### src/rtl/dds_phase_update_ctrl.sv
// Queues timed DDS profile updates and computes the phase the live accumulator
// will hold at each switch time, then commits the new profile at that time.
module dds_phase_update_ctrl #(
  parameter int MAC_LATENCY = 3,
  parameter int FIFO_DEPTH  = 2
) (
  input  logic        clk,
  input  logic        resetn,
  input  logic [47:0] timestamp_counter,
  input  logic        s_valid,
  output logic        s_ready,
  input  logic [47:0] s_freq,
  input  logic [13:0] s_phase,
  input  logic [47:0] s_time,
  input  logic        s_clear,
  output logic [47:0] mac_a,
  output logic [47:0] mac_b,
  output logic [13:0] mac_c,
  output logic [47:0] mac_d,
  output logic [47:0] mac_e,
  input  logic [47:0] mac_result,
  output logic [47:0] prof_time_offset,
  output logic [47:0] prof_freq,
  output logic [47:0] prof_acc_phase,
  output logic [13:0] prof_phase,
  output logic        update_done,
  output logic        late_error
);

  localparam int PTR_W = (FIFO_DEPTH > 1) ? $clog2(FIFO_DEPTH) : 1;
  localparam int CNT_W = $clog2(FIFO_DEPTH + 1);
  localparam int LAT_W = $clog2(MAC_LATENCY + 2);
  localparam logic [PTR_W-1:0] LAST_PTR  = PTR_W'(FIFO_DEPTH - 1);
  localparam logic [CNT_W-1:0] DEPTH_CNT = CNT_W'(FIFO_DEPTH);
  localparam logic [LAT_W-1:0] LAST_CALC = LAT_W'(MAC_LATENCY);

  typedef enum logic [1:0] {
    ST_IDLE,
    ST_CALC,
    ST_ARMED,
    ST_COMMIT
  } state_t;

  typedef struct packed {
    logic [47:0] freq;
    logic [13:0] phase;
    logic [47:0] switchTime;
    logic        clr;
  } entry_t;

  entry_t           r_fifoMem [FIFO_DEPTH];
  logic [PTR_W-1:0] r_wrPtr;
  logic [PTR_W-1:0] r_rdPtr;
  logic [CNT_W-1:0] r_count;
  logic             r_readyEn;

  state_t           r_state;
  state_t           w_nextState;
  logic [LAT_W-1:0] r_calcCnt;
  logic [47:0]      r_snapshot;
  logic             r_entryCycle;

  logic [47:0]      r_profTimeOffset;
  logic [47:0]      r_profFreq;
  logic [47:0]      r_profAccPhase;
  logic [13:0]      r_profPhase;

  entry_t           w_head;
  logic             w_empty;
  logic             w_push;
  logic             w_pop;
  logic             w_calcLast;

  assign w_head     = r_fifoMem[r_rdPtr];
  assign w_empty    = (r_count == '0);
  assign s_ready    = r_readyEn && (r_count != DEPTH_CNT);
  assign w_push     = s_valid && s_ready;
  assign w_pop      = (r_state == ST_COMMIT);
  assign w_calcLast = (r_state == ST_CALC) && (r_calcCnt == LAST_CALC);

  // Storage needs no reset: the pointers and count define which entries are live.
  always_ff @(posedge clk) begin
    if (w_push) begin
      r_fifoMem[r_wrPtr] <= '{freq: s_freq, phase: s_phase, switchTime: s_time, clr: s_clear};
    end
  end

  always_ff @(posedge clk) begin
    if (!resetn) begin
      r_wrPtr   <= '0;
      r_rdPtr   <= '0;
      r_count   <= '0;
      r_readyEn <= 1'b0;
    end else begin
      r_readyEn <= 1'b1;
      if (w_push) begin
        r_wrPtr <= (r_wrPtr == LAST_PTR) ? '0 : r_wrPtr + PTR_W'(1);
      end
      if (w_pop) begin
        r_rdPtr <= (r_rdPtr == LAST_PTR) ? '0 : r_rdPtr + PTR_W'(1);
      end
      case ({w_push, w_pop})
        2'b10:   r_count <= r_count + CNT_W'(1);
        2'b01:   r_count <= r_count - CNT_W'(1);
        default: r_count <= r_count;
      endcase
    end
  end

  always_comb begin
    w_nextState = r_state;
    case (r_state)
      ST_IDLE: begin
        if (!w_empty) begin
          w_nextState = w_head.clr ? ST_ARMED : ST_CALC;
        end
      end
      ST_CALC: begin
        if (w_calcLast) begin
          w_nextState = ST_ARMED;
        end
      end
      ST_ARMED: begin
        if (timestamp_counter >= w_head.switchTime) begin
          w_nextState = ST_COMMIT;
        end
      end
      ST_COMMIT: w_nextState = ST_IDLE;
      default:   w_nextState = ST_IDLE;
    endcase
  end

  always_ff @(posedge clk) begin
    if (!resetn) begin
      r_state      <= ST_IDLE;
      r_calcCnt    <= '0;
      r_snapshot   <= '0;
      r_entryCycle <= 1'b0;
    end else begin
      r_state      <= w_nextState;
      r_calcCnt    <= (r_state == ST_CALC) ? r_calcCnt + LAT_W'(1) : '0;
      r_entryCycle <= (r_state == ST_IDLE) && !w_empty;
      if ((r_state == ST_IDLE) && !w_empty && w_head.clr) begin
        r_snapshot <= '0;
      end else if (w_calcLast) begin
        r_snapshot <= mac_result;
      end
    end
  end

  always_ff @(posedge clk) begin
    if (!resetn) begin
      r_profTimeOffset <= '0;
      r_profFreq       <= '0;
      r_profAccPhase   <= '0;
      r_profPhase      <= '0;
    end else if (r_state == ST_COMMIT) begin
      r_profTimeOffset <= w_head.switchTime;
      r_profFreq       <= w_head.freq;
      r_profAccPhase   <= r_snapshot;
      r_profPhase      <= w_head.phase;
    end
  end

  // The snapshot MAC sees the current profile projected to the head's switch time.
  always_comb begin
    mac_a = '0;
    mac_b = '0;
    mac_c = '0;
    mac_d = '0;
    mac_e = '0;
    if (r_state == ST_CALC) begin
      mac_a = r_profTimeOffset;
      mac_b = r_profFreq;
      mac_c = r_profPhase;
      mac_d = w_head.switchTime;
      mac_e = r_profAccPhase;
    end
  end

  assign prof_time_offset = r_profTimeOffset;
  assign prof_freq        = r_profFreq;
  assign prof_acc_phase   = r_profAccPhase;
  assign prof_phase       = r_profPhase;
  assign update_done      = (r_state == ST_COMMIT);
  assign late_error       = r_entryCycle && (timestamp_counter > w_head.switchTime);

endmodule

### config.mk
export PLATFORM = sky130hd
export DESIGN_NAME = dds_phase_update_ctrl
export DESIGN_NICKNAME = d
export VERILOG_FILES = /design/src/rtl/dds_phase_update_ctrl.sv
export SDC_FILE = /design/constraint.sdc
export NUM_CORES = 1
export LEC_CHECK = 0
export CAP_MARGIN = 20
export CORE_AREA = 2 2 226 228
export CTS_CLUSTER_DIAMETER = 50
export DETAILED_ROUTE_END_ITERATION = 10
export DIE_AREA = 0 0 228 230
export GPL_ROUTABILITY_DRIVEN = 0
export GPL_TIMING_DRIVEN = 0
export SKIP_LAST_GASP = 1
export SYNTH_ARGS = -nofsm -noshare
export SYNTH_HDL_FRONTEND = slang
export SYNTH_SLANG_ARGS = --single-unit
### constraint.sdc
create_clock -name clk -period 8.7 [get_ports clk]
set_input_delay 1.74 -clock clk [delete_from_list [all_inputs] [get_ports clk]]
set_output_delay 1.74 -clock clk [all_outputs]
set_load 0.005 [all_outputs]
==> results.toml, run 1 <==
[pwr]
combPwrFrac_pct = 17.7
p_switching_uw = 1440
peakVddDrop_mv = 0.185
seqPwrFrac_pct = 43.4
p_int_uw = 3950
sw_frac_of_total_pct = 26.7
clkPwrFrac_pct = 38.9
p_leak_uw = 0.00874
power_density_nw_per_um2 = 206

[floorplanning]
rows = 82
core_area_um2 = 49900
die_area_um2 = 52400
fp.dieW_um = 228
pin_count = 577
die_h_um = 230
initial_core_util_pct = 35.3

[timing]
skew_ns = 0.0113
slew_violations = 0
rsz0062_at_grt = "false"
tightest_slew_ns = 1.05
setup_ws_ns = 1.63
whs_ns = 0.429
timing.slew.headroom_pct = 30.1
period_share_pct = 81.3
fmax_ghz = 0.141
hold_violations = 0
setup_viol = 0
fin_crit_ns = 7.07

[setup_path]
slowest_delay_ns = 0.66
path_cells = "clkbuf_1 -> clkbuf_1 -> buf_2 -> mux2i_1 -> ha_1 -> a21oi_1 -> o21ai_0 -> a221oi_1 -> o31ai_1 -> nor4_2 -> nor2_1 -> clkdlybuf4s50_1"
path_common_cell = "clkbuf_1"
cp.arrival_ns = 5.33
critical_path_class = "flop to output port"
required_ns = 6.96
r2r_setup_slack_ns = 4.12
reg2reg_depth = 12
crit_slowest_cell = "clkbuf_1"
r2r_end = "r_state[1]"
crit_end = "late_error"
cp_max_fo = 10
startpoint_type = "flop"
critPathCaptureType = "output port"

[yosys]
synth-compound-area-share_pct = 7.63
syn-num-nets = 1759
netlist_area_um2 = 17600
yosys_register_bits = 440
synth-xor-area-share_pct = 0.199
postSynthAreaPerCell_um2 = 11.8
yosys.area_share.simple_pct = 14.0
synthArstFlopShare_pct = 0
synthMuxAreaShare_pct = 9.15
yosys_warnings = 0
yosysUniqueCellTypes = 36
yosysSeqAreaShare_pct = 62.6
synthFlopType = "edfxtp_1"
synth_edf_count = 222
netlist_instances = 1494
synth_top_family_by_area = "simple AND/OR/NAND/NOR gates"
synth_adder_area_share_pct = 3.91

[clock_network]
cts_buffers = 51
cts_max_level = 2
clk_path_buf_depth = 3
cts_setup_buffers = 0
cts_root_buffer = "clkbuf_16"
numClockSinks = 440
cts_hold_buffers = 0
clkLatencyLatePin_ns = 0.57
clkTransAtPathRegs_ns = 0.06
cts_tree = "built"
cts-resized-gates = 0

[layout]
drive_gt1_share_pct = 5.24
design_area_um2 = 26100
nets = 2398
final_cells = 2856
final_common_cell = "clkdlybuf4s50_1"
syn_to_final_growth_pct = 48.5
mostFrequentLayoutCells = "clkdlybuf4s50_1 (576), edfxtp_1 (222), dfxtp_1 (218)"

[global_route]
overflow = 0
grt_usage_pct = 22.0
antenna_found_initial = 13
grt_pass1_vias = 13800
grt_start_max_net_pins = 30
grt_pass1_wl_mm = 86.5

[placed_design]
dp_cells = 2752
place_ws_ns = 2.10
placement.io_buffers = 576
dp_hpwl_mm = 45.9
placed_area_um2 = 24400

[detailed_routing]
vias_per_cell = 4.80
drc = 0
detail_route.wl_per_cell_um = 20.9
dr.pass1.iters = 5
wl_mm = 59.6
drtIter0Drc = 684
ant_nets = 0
num_vias = 13700

[min_path]
hp-class = "flop to flop"

[run_status]
status = "finished, final reports clean"

[flow_run]
cap_violations = 0
-- stage by stage --
step / util [%] / TNS, ns / power [uW]
global route: 52.4 / 0 / 5610
floorplan: - / 0 / 2780
finish: 52.4 / 0 / 5390
CTS: 52.4 / 0 / 5450
global placement: 48.6 / -535.07 / 3320
detailed placement: 49.0 / 0 / 3350
-- sequential cells by signal, indices dropped and copies added (netlist names), named ones only --
name,flops
prof_acc_phase,48
r_entryCycle,1
r_snapshot,48
r_fifoMem,222
prof_freq,48
r_wrPtr,1
r_calcCnt,3
r_readyEn,1
r_count,2
r_state,2
prof_time_offset,48
r_rdPtr,1
prof_phase,14
-- power groups by stage --
stage | clock network, uW | logic (uW) | registers [uW]
final | 2100 | 952 | 2340
after global routing | 2230 | 1030 | 2350
after CTS | 2150 | 966 | 2340
after detailed placement | 0 | 961 | 2380
after global placement | 0 | 920 | 2400
after floorplan | 0 | 406 | 2370
-- cells in the mapped netlist, types with 2 or more instances --
cell type	n	area share, %
nor3_1	2	0.057
a21oi_1	64	1.8
dfxtp_1	218	25
nand4_2	3	0.21
and2_1	160	5.7
mux2i_1	161	9.2
a221o_1	2	0.11
nand2_1	116	2.5
nand4_1	7	0.25
edfxtp_1	222	38
clkbuf_1	76	1.6
o21ai_0	9	0.26
inv_1	14	0.30
nand3_1	6	0.17
a21o_1	4	0.17
ha_1	55	3.9
o211ai_1	2	0.085
a211oi_1	111	4.7
buf_1	11	0.23
nor2_1	219	4.7
a221oi_1	4	0.20
buf_2	12	0.34
xnor2_1	3	0.15
-- final cells by class --
class / count / area (um2)
Timing Repair Buffer: 586 / 5970
Inverter: 14 / 52.6
Buffer: 99 / 387
Fill cell: 4409 / 23700
Multi-Input combinational cell: 941 / 6160
Antenna cell: 9 / 22.5
Clock inverter: 26 / 193
Clock buffer: 69 / 1500
Tap cell: 672 / 841
Sequential cell: 440 / 11000
-- metal layers --
metal  vias to the layer above  GRT usage, %  wire, um
li1                       6567             -         -
met1                      6584          26.5     24600
met2                       466          38.3     29500
met3                        96          4.64      3560
met4                         2          8.82      1910
met5                         -             0        15
-- worst max-delay path: cells and delay by family (launching register included) --
family | cells | cell delay (ns)
AOI/OAI and AO/OA | 4 | 0.88
and+or+nand+nor | 2 | 0.66
buffers and inverters | 4 | 1.93
DFF | 1 | 0.30
adders and majority gates | 1 | 0.37
muxes | 1 | 0.59
-- worst min path at each step --
| stage | end | slack (ns) | depth (start not counted) | from |
|---|---|---|---|---|
| 2_1_floorplan | r_calcCnt[0] | 0.40 | 1 | r_calcCnt[0] |
| 3_3_place_gp | r_calcCnt[0] | 0.41 | 1 | r_calcCnt[0] |
| 3_5_place_dp | r_calcCnt[0] | 0.42 | 1 | r_calcCnt[0] |
| 4_1_cts | r_calcCnt[0] | 0.43 | 1 | r_calcCnt[0] |
| 5_1_grt | r_calcCnt[0] | 0.45 | 1 | r_calcCnt[0] |
| 6_report | r_calcCnt[0] | 0.43 | 1 | r_calcCnt[0] |
-- cell families after synthesis --
family,count (synthesis)
muxes,161
buffers and inverters,113
AOI/OAI and AO/OA,200
adders and majority gates,55
DFF,440
xor gates and xnor gates,4
and+or+nand+nor,521
No activity file was read; power rests on OpenSTA's default activity.
==> run 2: changes to the inputs <==
==> constraint.sdc (replaced) <==
create_clock -name clk -period 6.54 [get_ports clk]
set_input_delay 1.308 -clock clk [delete_from_list [all_inputs] [get_ports clk]]
set_output_delay 1.308 -clock clk [all_outputs]
set_load 0.005 [all_outputs]
==> results.toml, run 2 (synthesis gave the netlist of run 1 again) <==
[detailed_routing]
num_vias = 13700
wl_mm = 59.7
drc = 0
drtIter0Drc = 633
vias_per_cell = 4.79
dr.pass1.iters = 7
detail_route.wl_per_cell_um = 20.9
ant_nets = 0

[setup_path]
critical_path_class = "flop to output port"
cp_max_fo = 10
slowest_delay_ns = 0.53
crit_slowest_cell = "a221oi_1"
critPathCaptureType = "output port"
startpoint_type = "flop"
critPathTopFamily = "buffers and inverters"
r2r_setup_slack_ns = 2.54
path_cells = "clkbuf_1 -> clkbuf_2 -> buf_2 -> mux2i_1 -> ha_1 -> a21o_1 -> a221o_1 -> a221oi_1 -> nor2_1 -> nor4_4 -> nor2_1 -> clkdlybuf4s50_1"
path_common_cell = "nor2_1"
cp.arrival_ns = 4.76
required_ns = 5.23
cp.buffers_inverters = 4

[layout]
nets = 2398
design_area_um2 = 26200
final.fill_count = 4408
mostFrequentLayoutCells = "clkdlybuf4s50_1 (576), edfxtp_1 (222), dfxtp_1 (218)"
final_common_cell = "clkdlybuf4s50_1"
syn_to_final_growth_pct = 48.6
postLayoutCoreUtil_pct = 52.5
top_register = "r_fifoMem"
drive_gt1_share_pct = 5.47
largest_reg_flops = 222

[global_route]
antenna_found_initial = 13
grt_pass1_vias = 13800
grt_pass1_wl_mm = 86.5
overflow = 0
grt_start_max_net_pins = 30
grt_usage_pct = 22.0

[clock_network]
cts-resized-gates = 1
cts_tree = "built"
cts_setup_buffers = 0
cts_buffers = 51
cts_max_level = 2
clkLatencyLatePin_ns = 0.57
clk_path_buf_depth = 3
clkTransAtPathRegs_ns = 0.06
cts_root_buffer = "clkbuf_16"
cts_hold_buffers = 0
numClockSinks = 440

[timing]
rsz0062_at_grt = "false"
fin_crit_ns = 6.07
hold_violations = 0
skew_ns = 0.0117
period_share_pct = 92.8
whs_ns = 0.430
timing.slew.headroom_pct = 26.8
slew_violations = 0
tightest_slew_ns = 1.10
fmax_ghz = 0.165
setup_viol = 0

[floorplanning]
initial_core_util_pct = 35.3
rows = 82
die_h_um = 230
pin_count = 577
die_area_um2 = 52400
core_area_um2 = 49900
fp.dieW_um = 228

[min_path]
hp-class = "flop to flop"

[run_status]
status = "finished, final reports clean"

[placed_design]
placed_area_um2 = 24400
placement.io_buffers = 576
dp_hpwl_mm = 45.9

[pwr]
power_density_nw_per_um2 = 274
peakVddDrop_mv = 0.246
p_leak_uw = 0.00875

[flow_run]
cap_violations = 0
-- run 2: changes by cell type in the layout (fill, tap and decap cells not counted) --
cell / delta
nor4_2: -1
a211oi_1: -1
mux2i_2: +3
a211oi_2: +1
buf_2: -1
mux2i_1: -3
clkbuf_2: +1
clkbuf_4: +1
clkbuf_1: -1
nor4_4: +1
-- run 2: final cells by class --
class / instances / area, um2 / share of cell area (%)
diodes: 9 / 22.5 / 0.0860
plain buffers: 99 / 390 / 1.49
clock buffers: 69 / 1500 / 5.73
clock inverters: 26 / 193 / 0.736
inverters: 14 / 52.6 / 0.201
multi-input cells: 941 / 6180 / 23.6
flip-flops and latches: 440 / 11000 / 42.1
well taps: 672 / 841 / 3.21
repair buffers: 586 / 5970 / 22.8
-- run 2: worst paths after layout --
kind | start | end | depth (start not counted)
setup / recovery | flop | late_error | 12
hold / removal | r_calcCnt[0] | r_calcCnt[0] | 1
setup reg to reg | flop | r_state[1] | 12
hold reg to reg | r_calcCnt[0] | r_calcCnt[0] | 1
-- run 2: power breakdown --
| part | total, uW | internal (uW) | leakage (uW) | switching, uW |
|---|---|---|---|---|
| registers | 3110 | 3030 | 0.00380 | 82.1 |
| clock network | 2790 | 1660 | 0.000836 | 1130 |
| logic | 1270 | 568 | 0.00412 | 699 |
-- run 2: stage by stage --
step | std cells | setup TNS (ns) | total power (uW) | setup WS, ns
6_report | 2856 | 0 | 7170 | 0.470
5_1_grt | 2856 | 0 | 7470 | 0.149
4_1_cts | 2847 | 0 | 7260 | 0.0643
3_5_place_dp | 2752 | 0 | 4450 | 0.375
3_3_place_gp | 2742 | -918.69 | 4410 | -4.16
2_1_floorplan | 1494 | -18.72 | 3700 | -0.0843
-- run 2: routing by layer --
layer	routed length [um]	share of wire [%]	vias up	track usage, %
met2	29600	50	435	38.3
met1	24800	41	6593	26.5
li1	-	-	6566	-
met3	3480	5.8	93	4.64
met4	1840	3.1	2	8.82
met5	15	0.025	-	0
